===== src/rtl/fb_scan_out_pkg.sv =====
// Shared display definitions: VGA 640x480@60 timing, frame-buffer geometry,
// SRAM port widths and the address helper used by scan-out and writers.
package fb_scan_out_pkg;

    // Horizontal timing in pixel clocks
    localparam int H_ACTIVE = 640;
    localparam int H_FP     = 16;
    localparam int H_SYNC   = 96;
    localparam int H_BP     = 48;
    localparam int H_TOTAL  = H_ACTIVE + H_FP + H_SYNC + H_BP;

    // Vertical timing in lines
    localparam int V_ACTIVE = 480;
    localparam int V_FP     = 10;
    localparam int V_SYNC   = 2;
    localparam int V_BP     = 33;
    localparam int V_TOTAL  = V_ACTIVE + V_FP + V_SYNC + V_BP;

    // Frame buffer: each stored pixel covers a 2x2 block on screen
    localparam int FB_WIDTH   = 320;
    localparam int FB_HEIGHT  = 240;
    localparam int DATA_WIDTH = 12;
    localparam int ADDR_WIDTH = 17;

    // Raster counters must hold H_TOTAL-1 and V_TOTAL-1
    localparam int CNT_W  = 10;
    localparam int FB_X_W = $clog2(FB_WIDTH);
    localparam int FB_Y_W = $clog2(FB_HEIGHT);

    typedef logic [CNT_W-1:0]      cnt_t;
    typedef logic [ADDR_WIDTH-1:0] addr_t;
    typedef logic [DATA_WIDTH-1:0] pixel_t;
    typedef logic [FB_X_W-1:0]     fb_x_t;
    typedef logic [FB_Y_W-1:0]     fb_y_t;

    // Per-pixel control bits that travel alongside the colour data
    typedef struct packed {
        logic video_on;
        logic hsync_n;
        logic vsync_n;
        logic first;
    } scan_ctrl_t;

    localparam scan_ctrl_t SCAN_CTRL_IDLE = '{video_on: 1'b0, hsync_n: 1'b1,
                                              vsync_n: 1'b1, first: 1'b0};

    // Linear frame-buffer address y*320 + x, built from shifts (256 + 64 = 320)
    function automatic addr_t fb_addr(input fb_y_t y, input fb_x_t x);
        addr_t y_ext;
        y_ext = addr_t'(y);
        return (y_ext << 8) + (y_ext << 6) + addr_t'(x);
    endfunction

endpackage


===== src/rtl/fb_scan_out_vga_timing.sv =====
// VGA raster generator: h/v counters stepped by the pixel strobe, plus the
// stage-0 decode (video_on, raw syncs, first-pixel flag, frame-buffer x/y).
module fb_scan_out_vga_timing
    import fb_scan_out_pkg::*;
#(
    parameter int V_ACTIVE_LINES = V_ACTIVE,
    parameter int V_FP_LINES     = V_FP,
    parameter int V_SYNC_LINES   = V_SYNC,
    parameter int V_BP_LINES     = V_BP
) (
    input  logic              clk,
    input  logic              reset,
    input  logic              pixel_tick_i,
    output logic              video_on_o,
    output logic              hsync_n_o,
    output logic              vsync_n_o,
    output logic              first_pixel_o,
    output logic [FB_X_W-1:0] pixel_x_o,
    output logic [FB_Y_W-1:0] pixel_y_o
);

    localparam int V_TOTAL_LINES = V_ACTIVE_LINES + V_FP_LINES + V_SYNC_LINES + V_BP_LINES;

    localparam cnt_t H_LAST    = cnt_t'(H_TOTAL - 1);
    localparam cnt_t H_VIS_END = cnt_t'(H_ACTIVE);
    localparam cnt_t HS_START  = cnt_t'(H_ACTIVE + H_FP);
    localparam cnt_t HS_END    = cnt_t'(H_ACTIVE + H_FP + H_SYNC);

    localparam cnt_t V_LAST    = cnt_t'(V_TOTAL_LINES - 1);
    localparam cnt_t V_VIS_END = cnt_t'(V_ACTIVE_LINES);
    localparam cnt_t VS_START  = cnt_t'(V_ACTIVE_LINES + V_FP_LINES);
    localparam cnt_t VS_END    = cnt_t'(V_ACTIVE_LINES + V_FP_LINES + V_SYNC_LINES);

    cnt_t h_cnt_q, h_cnt_d;
    cnt_t v_cnt_q, v_cnt_d;

    // Next raster position: h wraps at end of line and carries into v
    always_comb begin
        // NOTE: every always_comb output gets a default first so no path can infer a latch.
        h_cnt_d = h_cnt_q + cnt_t'(1);
        v_cnt_d = v_cnt_q;
        if (h_cnt_q == H_LAST) begin
            h_cnt_d = '0;
            v_cnt_d = (v_cnt_q == V_LAST) ? '0 : v_cnt_q + cnt_t'(1);
        end
    end

    // Raster counters advance only on the pixel strobe; otherwise frozen
    always_ff @(posedge clk or posedge reset) begin
        // NOTE: sequential state uses non-blocking assignments so all flops sample pre-edge values.
        if (reset) begin
            h_cnt_q <= '0;
            v_cnt_q <= '0;
        end else if (pixel_tick_i) begin
            h_cnt_q <= h_cnt_d;
            v_cnt_q <= v_cnt_d;
        end
    end

    assign video_on_o    = (h_cnt_q < H_VIS_END) && (v_cnt_q < V_VIS_END);
    assign hsync_n_o     = !((h_cnt_q >= HS_START) && (h_cnt_q < HS_END));
    assign vsync_n_o     = !((v_cnt_q >= VS_START) && (v_cnt_q < VS_END));
    assign first_pixel_o = (h_cnt_q == '0) && (v_cnt_q == '0);

    // Dropping the LSB doubles each frame-buffer pixel in both directions
    assign pixel_x_o = h_cnt_q[FB_X_W:1];
    assign pixel_y_o = v_cnt_q[FB_Y_W:1];

endmodule


===== src/rtl/fb_scan_out.sv =====
// Frame-buffer scan-out: turns the raster position into SRAM read addresses
// and carries colour and syncs through a two-stage pipeline so they stay
// aligned across the SRAM's one-clock read latency.
module fb_scan_out
    import fb_scan_out_pkg::*;
#(
    parameter int V_ACTIVE_LINES = V_ACTIVE,
    parameter int V_FP_LINES     = V_FP,
    parameter int V_SYNC_LINES   = V_SYNC,
    parameter int V_BP_LINES     = V_BP
) (
    input  logic                  clk,
    input  logic                  reset,
    input  logic                  pixel_tick,
    output logic                  sram_en,
    output logic [ADDR_WIDTH-1:0] sram_addr,
    input  logic [DATA_WIDTH-1:0] sram_data,
    output logic [3:0]            vga_r,
    output logic [3:0]            vga_g,
    output logic [3:0]            vga_b,
    output logic                  vga_hsync,
    output logic                  vga_vsync,
    output logic                  frame_start
);

    logic  video_on;
    logic  hsync_n;
    logic  vsync_n;
    logic  first_pixel;
    fb_x_t pixel_x;
    fb_y_t pixel_y;

    fb_scan_out_vga_timing #(
        .V_ACTIVE_LINES (V_ACTIVE_LINES),
        .V_FP_LINES     (V_FP_LINES),
        .V_SYNC_LINES   (V_SYNC_LINES),
        .V_BP_LINES     (V_BP_LINES)
    ) u_timing (
        .clk           (clk),
        .reset         (reset),
        .pixel_tick_i  (pixel_tick),
        .video_on_o    (video_on),
        .hsync_n_o     (hsync_n),
        .vsync_n_o     (vsync_n),
        .first_pixel_o (first_pixel),
        .pixel_x_o     (pixel_x),
        .pixel_y_o     (pixel_y)
    );

    // Stage 1: address / enable towards the SRAM plus matching control bits
    scan_ctrl_t s1_ctrl_q, s1_ctrl_d;
    addr_t      sram_addr_q, sram_addr_d;
    logic       sram_en_q, sram_en_d;

    // Stage 2: pin registers
    pixel_t     rgb_q, rgb_d;
    logic       hsync_q, hsync_d;
    logic       vsync_q, vsync_d;
    logic       frame_start_q, frame_start_d;

    // Stage-1 next state: capture the decode; address holds through blanking
    always_comb begin
        s1_ctrl_d   = '{video_on: video_on, hsync_n: hsync_n,
                        vsync_n: vsync_n, first: first_pixel};
        sram_en_d   = video_on;
        sram_addr_d = sram_addr_q;
        if (video_on) begin
            sram_addr_d = fb_addr(pixel_y, pixel_x);
        end
    end

    // Stage-1 registers load on each pixel strobe
    always_ff @(posedge clk or posedge reset) begin
        if (reset) begin
            s1_ctrl_q   <= SCAN_CTRL_IDLE;
            sram_en_q   <= 1'b0;
            sram_addr_q <= '0;
        end else if (pixel_tick) begin
            s1_ctrl_q   <= s1_ctrl_d;
            sram_en_q   <= sram_en_d;
            sram_addr_q <= sram_addr_d;
        end
    end

    // Stage-2 next state: blank colour outside the active area, pass syncs on.
    // The SRAM answered at least one clock before this strobe because strobes
    // are never closer than two clocks apart.
    always_comb begin
        rgb_d         = s1_ctrl_q.video_on ? sram_data : '0;
        hsync_d       = s1_ctrl_q.hsync_n;
        vsync_d       = s1_ctrl_q.vsync_n;
        frame_start_d = pixel_tick && s1_ctrl_q.first;
    end

    // Stage-2 registers; frame_start is re-evaluated every clock so it is a single-clock pulse
    always_ff @(posedge clk or posedge reset) begin
        if (reset) begin
            rgb_q         <= '0;
            hsync_q       <= 1'b1;
            vsync_q       <= 1'b1;
            frame_start_q <= 1'b0;
        end else begin
            frame_start_q <= frame_start_d;
            if (pixel_tick) begin
                rgb_q   <= rgb_d;
                hsync_q <= hsync_d;
                vsync_q <= vsync_d;
            end
        end
    end

    assign sram_en     = sram_en_q;
    assign sram_addr   = sram_addr_q;
    assign vga_r       = rgb_q[11:8];
    assign vga_g       = rgb_q[7:4];
    assign vga_b       = rgb_q[3:0];
    assign vga_hsync   = hsync_q;
    assign vga_vsync   = vsync_q;
    assign frame_start = frame_start_q;

endmodule

===== config.mk =====
export PLATFORM = sky130hd
export DESIGN_NAME = fb_scan_out
export DESIGN_NICKNAME = d
export VERILOG_FILES = /design/src/rtl/fb_scan_out_pkg.sv /design/src/rtl/fb_scan_out_vga_timing.sv /design/src/rtl/fb_scan_out.sv
export SDC_FILE = /design/constraint.sdc
export NUM_CORES = 1
export LEC_CHECK = 0
export BUFFER_PORTS_ARGS = -buffer_cell sky130_fd_sc_hd__buf_2
export CORE_ASPECT_RATIO = 1.75
export CORE_MARGIN = 2
export CORE_UTILIZATION = 47
export CTS_BUF_LIST = sky130_fd_sc_hd__clkbuf_4 sky130_fd_sc_hd__clkbuf_8
export CTS_CLUSTER_DIAMETER = 150
export DETAILED_ROUTE_END_ITERATION = 16
export PLACE_DENSITY = 0.73
export SYNTH_ARGS = -nofsm -noshare
export SYNTH_HDL_FRONTEND = slang
export SYNTH_HIERARCHICAL = 1
export SYNTH_SLANG_ARGS = --single-unit

===== constraint.sdc =====
create_clock -name clk -period 2.46 [get_ports clk]
set_input_delay 0 -clock clk [delete_from_list [all_inputs] [get_ports clk]]
set_output_delay 0 -clock clk [all_outputs]
set_load 0.05 [all_outputs]

==> results of run 1 <==
## kinds of logic after synthesis
group                      after synthesis  synth area share, %
and+or+nand+nor                        101                 17.5
buffers and inverters                   58                 8.99
muxes                                   15                 5.28
DFF                                     56                 44.3
xor gates and xnor gates                13                 3.59
adders and majority gates               21                 8.75
AOI/OAI and AO/OA                       57                 11.6
## final cells by class
type	instances	area share [%]
Clock buffer	6	2.09
Sequential cell	56	38.6
Tap cell	82	2.81
Clock inverter	2	0.446
Timing Repair Buffer	70	12.1
Inverter	31	3.19
Multi-Input combinational cell	207	40.8
## worst reg2reg max path: stages, from the launching register on
cell       delay (ns)
dfrtp_1          0.38
inv_2            0.05
fa_1             0.54
inv_2            0.05
fa_2             0.38
a211o_1          0.33
a2111oi_4        0.33
nor4_1           0.08
nand3b_1         0.17
## repair_timing
item,4_1_cts,5_1_grt
gates resized for setup,0,3
pin swaps,1,0
hold buffers,13,0
endpoints found under the hold margin,50,0
endpoints found under the setup margin,1,2
## through the flow
stage / setup TNS, ns / cells
2_1_floorplan: -0.0632 / 321
3_3_place_gp: 0 / 433
3_5_place_dp: 0 / 433
4_1_cts: 0 / 454
5_1_grt: -0.0643 / 454
6_report: 0 / 454
## registers in the layout, summed over array words and instances (netlist names)
signal            cells
rgb_q                12
vsync_d               1
sram_en               1
u_timing/v_cnt_q     10
u_timing/h_cnt_q     10
vga_vsync             1
sram_addr            17
s1_ctrl_q             1
hsync_d               1
vga_hsync             1
frame_start           1
## report_power, final
part / total (W) / switching, W / internal [W]
Sequential: 0.00113 / 0.000113 / 0.00102
Combinational: 0.000514 / 0.000355 / 0.000160
Clock: 0.000512 / 0.000298 / 0.000214
## Yosys cell counts (all sizes together), types with 2 or more instances
cell type | number | area share [%]
and3 | 4 | 0.79
or4 | 2 | 0.47
ha | 19 | 7.5
a22oi | 2 | 0.47
and4 | 6 | 1.7
a2111oi | 2 | 1.1
nand3 | 16 | 2.5
dfstp | 4 | 3.3
xor2 | 5 | 1.4
fa | 2 | 1.3
nand3b | 2 | 0.47
mux2 | 14 | 5.0
or2 | 2 | 0.39
nor4 | 3 | 0.59
inv | 31 | 3.7
nand2 | 30 | 3.5
a22o | 2 | 0.55
nor2 | 10 | 1.2
a31oi | 2 | 0.39
a21oi | 8 | 1.3
o31ai | 3 | 0.71
dfrtp | 52 | 41
a21o | 2 | 0.51
buf | 20 | 4.5
xnor2 | 8 | 2.2
o21ai | 28 | 4.4
nor3b | 4 | 0.95
nand4 | 4 | 0.79
and2 | 8 | 1.6
nand2b | 2 | 0.39
nor4b | 3 | 1.3
clkbuf | 7 | 0.83
nor3 | 3 | 0.47
## per-layer routing
layer  vias to the layer above  GRT usage [%]  part of all wire (%)
met2                        47           35.1                    56
met4                         0           6.67                   2.2
met1                      1146           20.4                    39
met3                        13           3.58                   2.7
met5                         -              0                     0
li1                       1196              -                     -
## worst min path at each step
stage / start / endpoint / slack, ns / depth (start not counted)
after floorplan: reset / u_timing/h_cnt_q[0]$_DFFE_PP0P_ / -0.04 / 1
after global placement: reset / u_timing/h_cnt_q[4]$_DFFE_PP0P_ / 0.19 / 2
after detailed placement: reset / u_timing/h_cnt_q[4]$_DFFE_PP0P_ / 0.20 / 2
after CTS: pixel_tick / u_timing/h_cnt_q[0]$_DFFE_PP0P_ / 0.15 / 3
after global routing: pixel_tick / u_timing/h_cnt_q[0]$_DFFE_PP0P_ / 0.19 / 3
final: pixel_tick / u_timing/h_cnt_q[0]$_DFFE_PP0P_ / 0.15 / 3
==> impl_metrics.tcl, run 1 <==
set metrics [dict create \
    status "finished clean" \
    overflow 0 \
    grt_pass1_wl_um 11000 \
    wire_per_inst_um 14.6 \
    synth_nets 357 \
    fin_crit_sh_pct 98.4 \
    power.leakage_nw 1.78 \
    clock_skew_ns 0.00820 \
    cts_made_buffers 5 \
    cp_cell_sequence "inv_2 -> fa_1 -> inv_2 -> fa_2 -> a211o_1 -> a2111oi_4 -> nor4_1 -> nand3b_1" \
    antenna_found_initial 0 \
    grt_usage_pct 18.8 \
    cp.depth 8 \
    n_fill_cell 595 \
    die_w_um 66.1 \
    min_period_ns 2.42 \
    critPathMaxFanout 3 \
    peakVddDrop_mv 0.417 \
    core_area_mm2 0.00654 \
    worstSetupStartpoint "u_timing/h_cnt_q[9]$_DFFE_PP0P_" \
    port-buffer-count 47 \
    hold_class "input pin to register" \
    drc 0 \
    dp_hpwl_um 4920 \
    drive_above_1_share_pct 24.7 \
    antenna_left 0 \
    multi_input_area_mm2 0.00149 \
    syn_to_final_growth_pct 14.8 \
    initial_utilization_pct 48.5 \
    vias_per_cell 5.29 \
    drt_iter0_drc 180 \
    max_stage_delay_ns 0.54 \
    ys_seq_area_share_pct 44.3 \
    slew_headroom_pct 43.5 \
    crit_path_end_kind "register" \
    maxSlewViolCount 0 \
    startpoint_type "register" \
    dpl-instance-area_mm2 0.00342 \
    timing.rr.start "u_timing/h_cnt_q[9]$_DFFE_PP0P_" \
    worstMarginPinSlew_ns 0.846 \
    cp.required_ns 2.66 \
    globalplace.congestion 0.836 \
    crit_path_end "sram_addr[15]$_DFFE_PP0P_" \
    cts_num_sinks 56 \
    synth-warning-count 6 \
    grt_pass1_vias 2453 \
    setup_violations 0 \
    std_cell_rows 39 \
    htree_num_levels 2 \
    cts.clk_slew.worst_paths_ns 0.10 \
    synth_cells 321 \
    clock_path_buffers 2 \
    hold_ws_ns 0.154 \
    regArea_mm2 0.00141 \
    ff2ff_path_depth 8 \
    ys.flop_type "dfrtp_1" \
    async_flop_share_pct 100 \
    timing.fmax_mhz 413 \
    rr_endpoint "sram_addr[15]$_DFFE_PP0P_" \
    ys_ff_latch 56 \
    drv_cap 0 \
    nNetsFinal 407 \
    worstPathArrival_ns 2.62 \
    p_per_area_mw_per_mm2 592 \
    p_total_w 0.00216 \
    reg2reg_slack_ns 0.04 \
    first_pass_iters 4 \
    post_cts_buffers 0 \
    layout_commonest_cell "dfrtp_1" \
    pre_cts_slack_ns 0.00507 \
    final_area_mm2 0.00364 \
    cp_slowest_cell "fa_1" \
    path_buf_inv 2 \
    rsz0062_at_grt "true" \
    final_cell_mix "dfrtp_1, buf_2, nand2_1" \
    path_common_cell "inv_2" \
    cts-root-buf "clkbuf_8" \
    netlist_area_mm2 0.00317 \
    yosys.cell_types.count 48 \
    vias 2402 \
    die-area_mm2 0.00745 \
    final_util_pct 55.7 \
    hold_viol_final 0 \
    critPathTopFamily "adder cells" \
    critPathKind "register to register" \
    wl_um 6650 \
    setup_slack_ns 0.0399 \
    grt_max_degree 32 \
    io_pins 48 \
    synth_edf_count 0 \
    clock_latency_ns 0.31 \
    fp.dieH_um 113 \
    n_antenna_cell 0 \
    avgSynthCellArea_um2 9.89 \
    tritoncts "yes" \
]
Note: power is estimated with default switching activity, not from simulation.
==> run 2, diff against run 1 <==
- CELL_PAD_IN_SITES_DETAIL_PLACEMENT: default -> 0
- CELL_PAD_IN_SITES_GLOBAL_PLACEMENT: default -> 2
- CORE_UTILIZATION: 47 -> 34
- PLACE_DENSITY: 0.73 -> 0.81
- TNS_END_PERCENT: default -> 30
==> run 2 against run 1 <==
Worst setup slack better by 0.037 ns. Die area is 36% higher. Sequential share of layout area is 0.77 points lower. Via count is 0.21% higher. Largest power group unchanged.
==> impl_metrics.tcl, run 2 (synthesized netlist as in run 1, its figures left out) <==
set metrics [dict create \
    status "finished clean" \
    cts_made_buffers 5 \
    dpl-instance-area_mm2 0.00350 \
    first_pass_iters 4 \
    antenna_found_initial 0 \
    nNetsFinal 411 \
    final_area_mm2 0.00372 \
    rsz0062_at_grt "true" \
    globalplace.congestion 0.837 \
    port-buffer-count 47 \
    vias 2407 \
    fin_crit_sh_pct 96.9 \
    drt_iter0_drc 96 \
    hold_class "input pin to asynchronous set/reset pin" \
    reg2reg_slack_ns 0.08 \
    cp.required_ns 2.65 \
    grt_util_met3_pct 2.26 \
    tritoncts "yes" \
    hold_viol_final 0 \
    min_period_ns 2.38 \
    cts-root-buf "clkbuf_8" \
    initial_utilization_pct 34.9 \
    syn_to_final_growth_pct 17.1 \
    n_antenna_cell 0 \
    cp_slowest_cell "fa_1" \
    timing.rr.start "u_timing/h_cnt_q[9]$_DFFE_PP0P_" \
    antenna_left 0 \
    drive_above_1_share_pct 25.5 \
    htree_num_levels 2 \
    cp_cell_sequence "inv_2 -> fa_1 -> inv_2 -> fa_2 -> a211o_1 -> a2111oi_4 -> nor4_1 -> nand3b_1" \
    layout_commonest_cell "dfrtp_1" \
    grt.busiest_layer "met2" \
    maxSlewViolCount 0 \
    wl_um 7100 \
    post_cts_buffers 0 \
    critPathKind "register to register" \
    clock_skew_ns 0.0131 \
    hold_ws_ns 0.140 \
    path_common_cell "inv_2" \
    timing.fmax_mhz 420 \
    io_pins 48 \
    cts.clk_slew.worst_paths_ns 0.10 \
    largest_reg_flops 17 \
    path_buf_inv 2 \
    worstPathArrival_ns 2.57 \
    power.leakage_nw 1.81 \
    peakVddDrop_mv 0.328 \
    wire_per_inst_um 14.3 \
    die-area_mm2 0.0102 \
    vias_per_cell 4.85 \
    setup_slack_ns 0.0765 \
    drc 0 \
    p_total_w 0.00218 \
    grt_util_met2_pct 27.4 \
    startpoint_type "register" \
    place_inst 475 \
    die_w_um 77.0 \
    grt_usage_pct 14.6 \
    ff2ff_path_depth 8 \
    layout.cells.non_filler 496 \
    clock_path_buffers 2 \
    grt_max_degree 32 \
    p_per_area_mw_per_mm2 586 \
    overflow 0 \
    critPathMaxFanout 2 \
    slew_headroom_pct 46.9 \
    pre_cts_slack_ns 0.0441 \
    std_cell_rows 46 \
    dp_hpwl_um 5330 \
    core_area_mm2 0.00909 \
    rr_endpoint "sram_addr[15]$_DFFE_PP0P_" \
    worstMarginPinSlew_ns 0.796 \
    grtUsageMet1_pct 16.1 \
    setup_violations 0 \
    grt_pass1_wl_um 11800 \
    max_stage_delay_ns 0.54 \
    crit_path_end_kind "register" \
    drv_cap 0 \
    critPathTopFamily "adder cells" \
    grt_pass1_vias 2463 \
    cts_num_sinks 56 \
    fp.dieH_um 132 \
    clock_latency_ns 0.32 \
    final_cell_mix "dfrtp_1, buf_2, nand2_1" \
]
## run 2: cell types whose count changed in the layout (fill, tap and decap cells not counted)
cell	previous run	this run
a2111oi_0	0	1
buf_4	10	14
clkinv_2	0	1
clkinvlp_4	1	0
clkinv_4	1	0
a2111oi_1	1	0
inv_6	0	1
## run 2: how the worst max path moves through the flow
| stage | start | endpoint | slack (ns) | cells past startpoint |
|---|---|---|---|---|
| after global routing | u_timing/h_cnt_q[9]$_DFFE_PP0P_ | sram_addr[15]$_DFFE_PP0P_ | -0.03 | 8 |
| after floorplan | u_timing/h_cnt_q[9]$_DFFE_PP0P_ | sram_addr[15]$_DFFE_PP0P_ | -0.06 | 9 |
| after detailed placement | u_timing/h_cnt_q[9]$_DFFE_PP0P_ | sram_addr[15]$_DFFE_PP0P_ | 0.04 | 8 |
| after CTS | u_timing/h_cnt_q[9]$_DFFE_PP0P_ | sram_addr[15]$_DFFE_PP0P_ | 0.01 | 8 |
| after global placement | u_timing/h_cnt_q[9]$_DFFE_PP0P_ | sram_addr[15]$_DFFE_PP0P_ | 0.07 | 8 |
| final | u_timing/h_cnt_q[9]$_DFFE_PP0P_ | sram_addr[15]$_DFFE_PP0P_ | 0.08 | 8 |
## run 2: repair_timing
item / 4_1_cts / 5_1_grt
endpoints found under the setup margin: 0 / 1
endpoints found under the hold margin: 37 / 0
gates resized for setup: 0 / 2
hold buffers: 13 / 0
## run 2: worst min-delay path, stage by stage
cell           delay, ns
dlygate4sd3_1       0.53
buf_2               0.13
inv_1               0.18
## run 2: cell type report
cell class	instances	area (µm²)
fill	950	5380
multi-input combinational	207	1490
sequential	56	1410
timing repair buffer	74	470
tap	120	150
inverter	31	116
clock buffer	6	76.3
clock inverter	2	13.8
## run 2: power breakdown
group          internal [W]  leakage, nW  switching [W]
logic              0.000162         1.05       0.000359
clock network      0.000215       0.0490       0.000308
registers           0.00102        0.703       0.000116
## run 2: metal layers
layer | wire length [µm] | vias to the layer above
met5 | 0 | -
met4 | 144 | 0
met3 | 173 | 12
met2 | 3940 | 36
met1 | 2850 | 1148
li1 | - | 1211
## run 2: metrics by stage
stage,setup TNS [ns],utilization (%)
3_3_place_gp,0,38.5
5_1_grt,-0.0275,40.9
6_report,0,40.9
2_1_floorplan,-0.0632,-
4_1_cts,0,40.9
3_5_place_dp,0,38.5
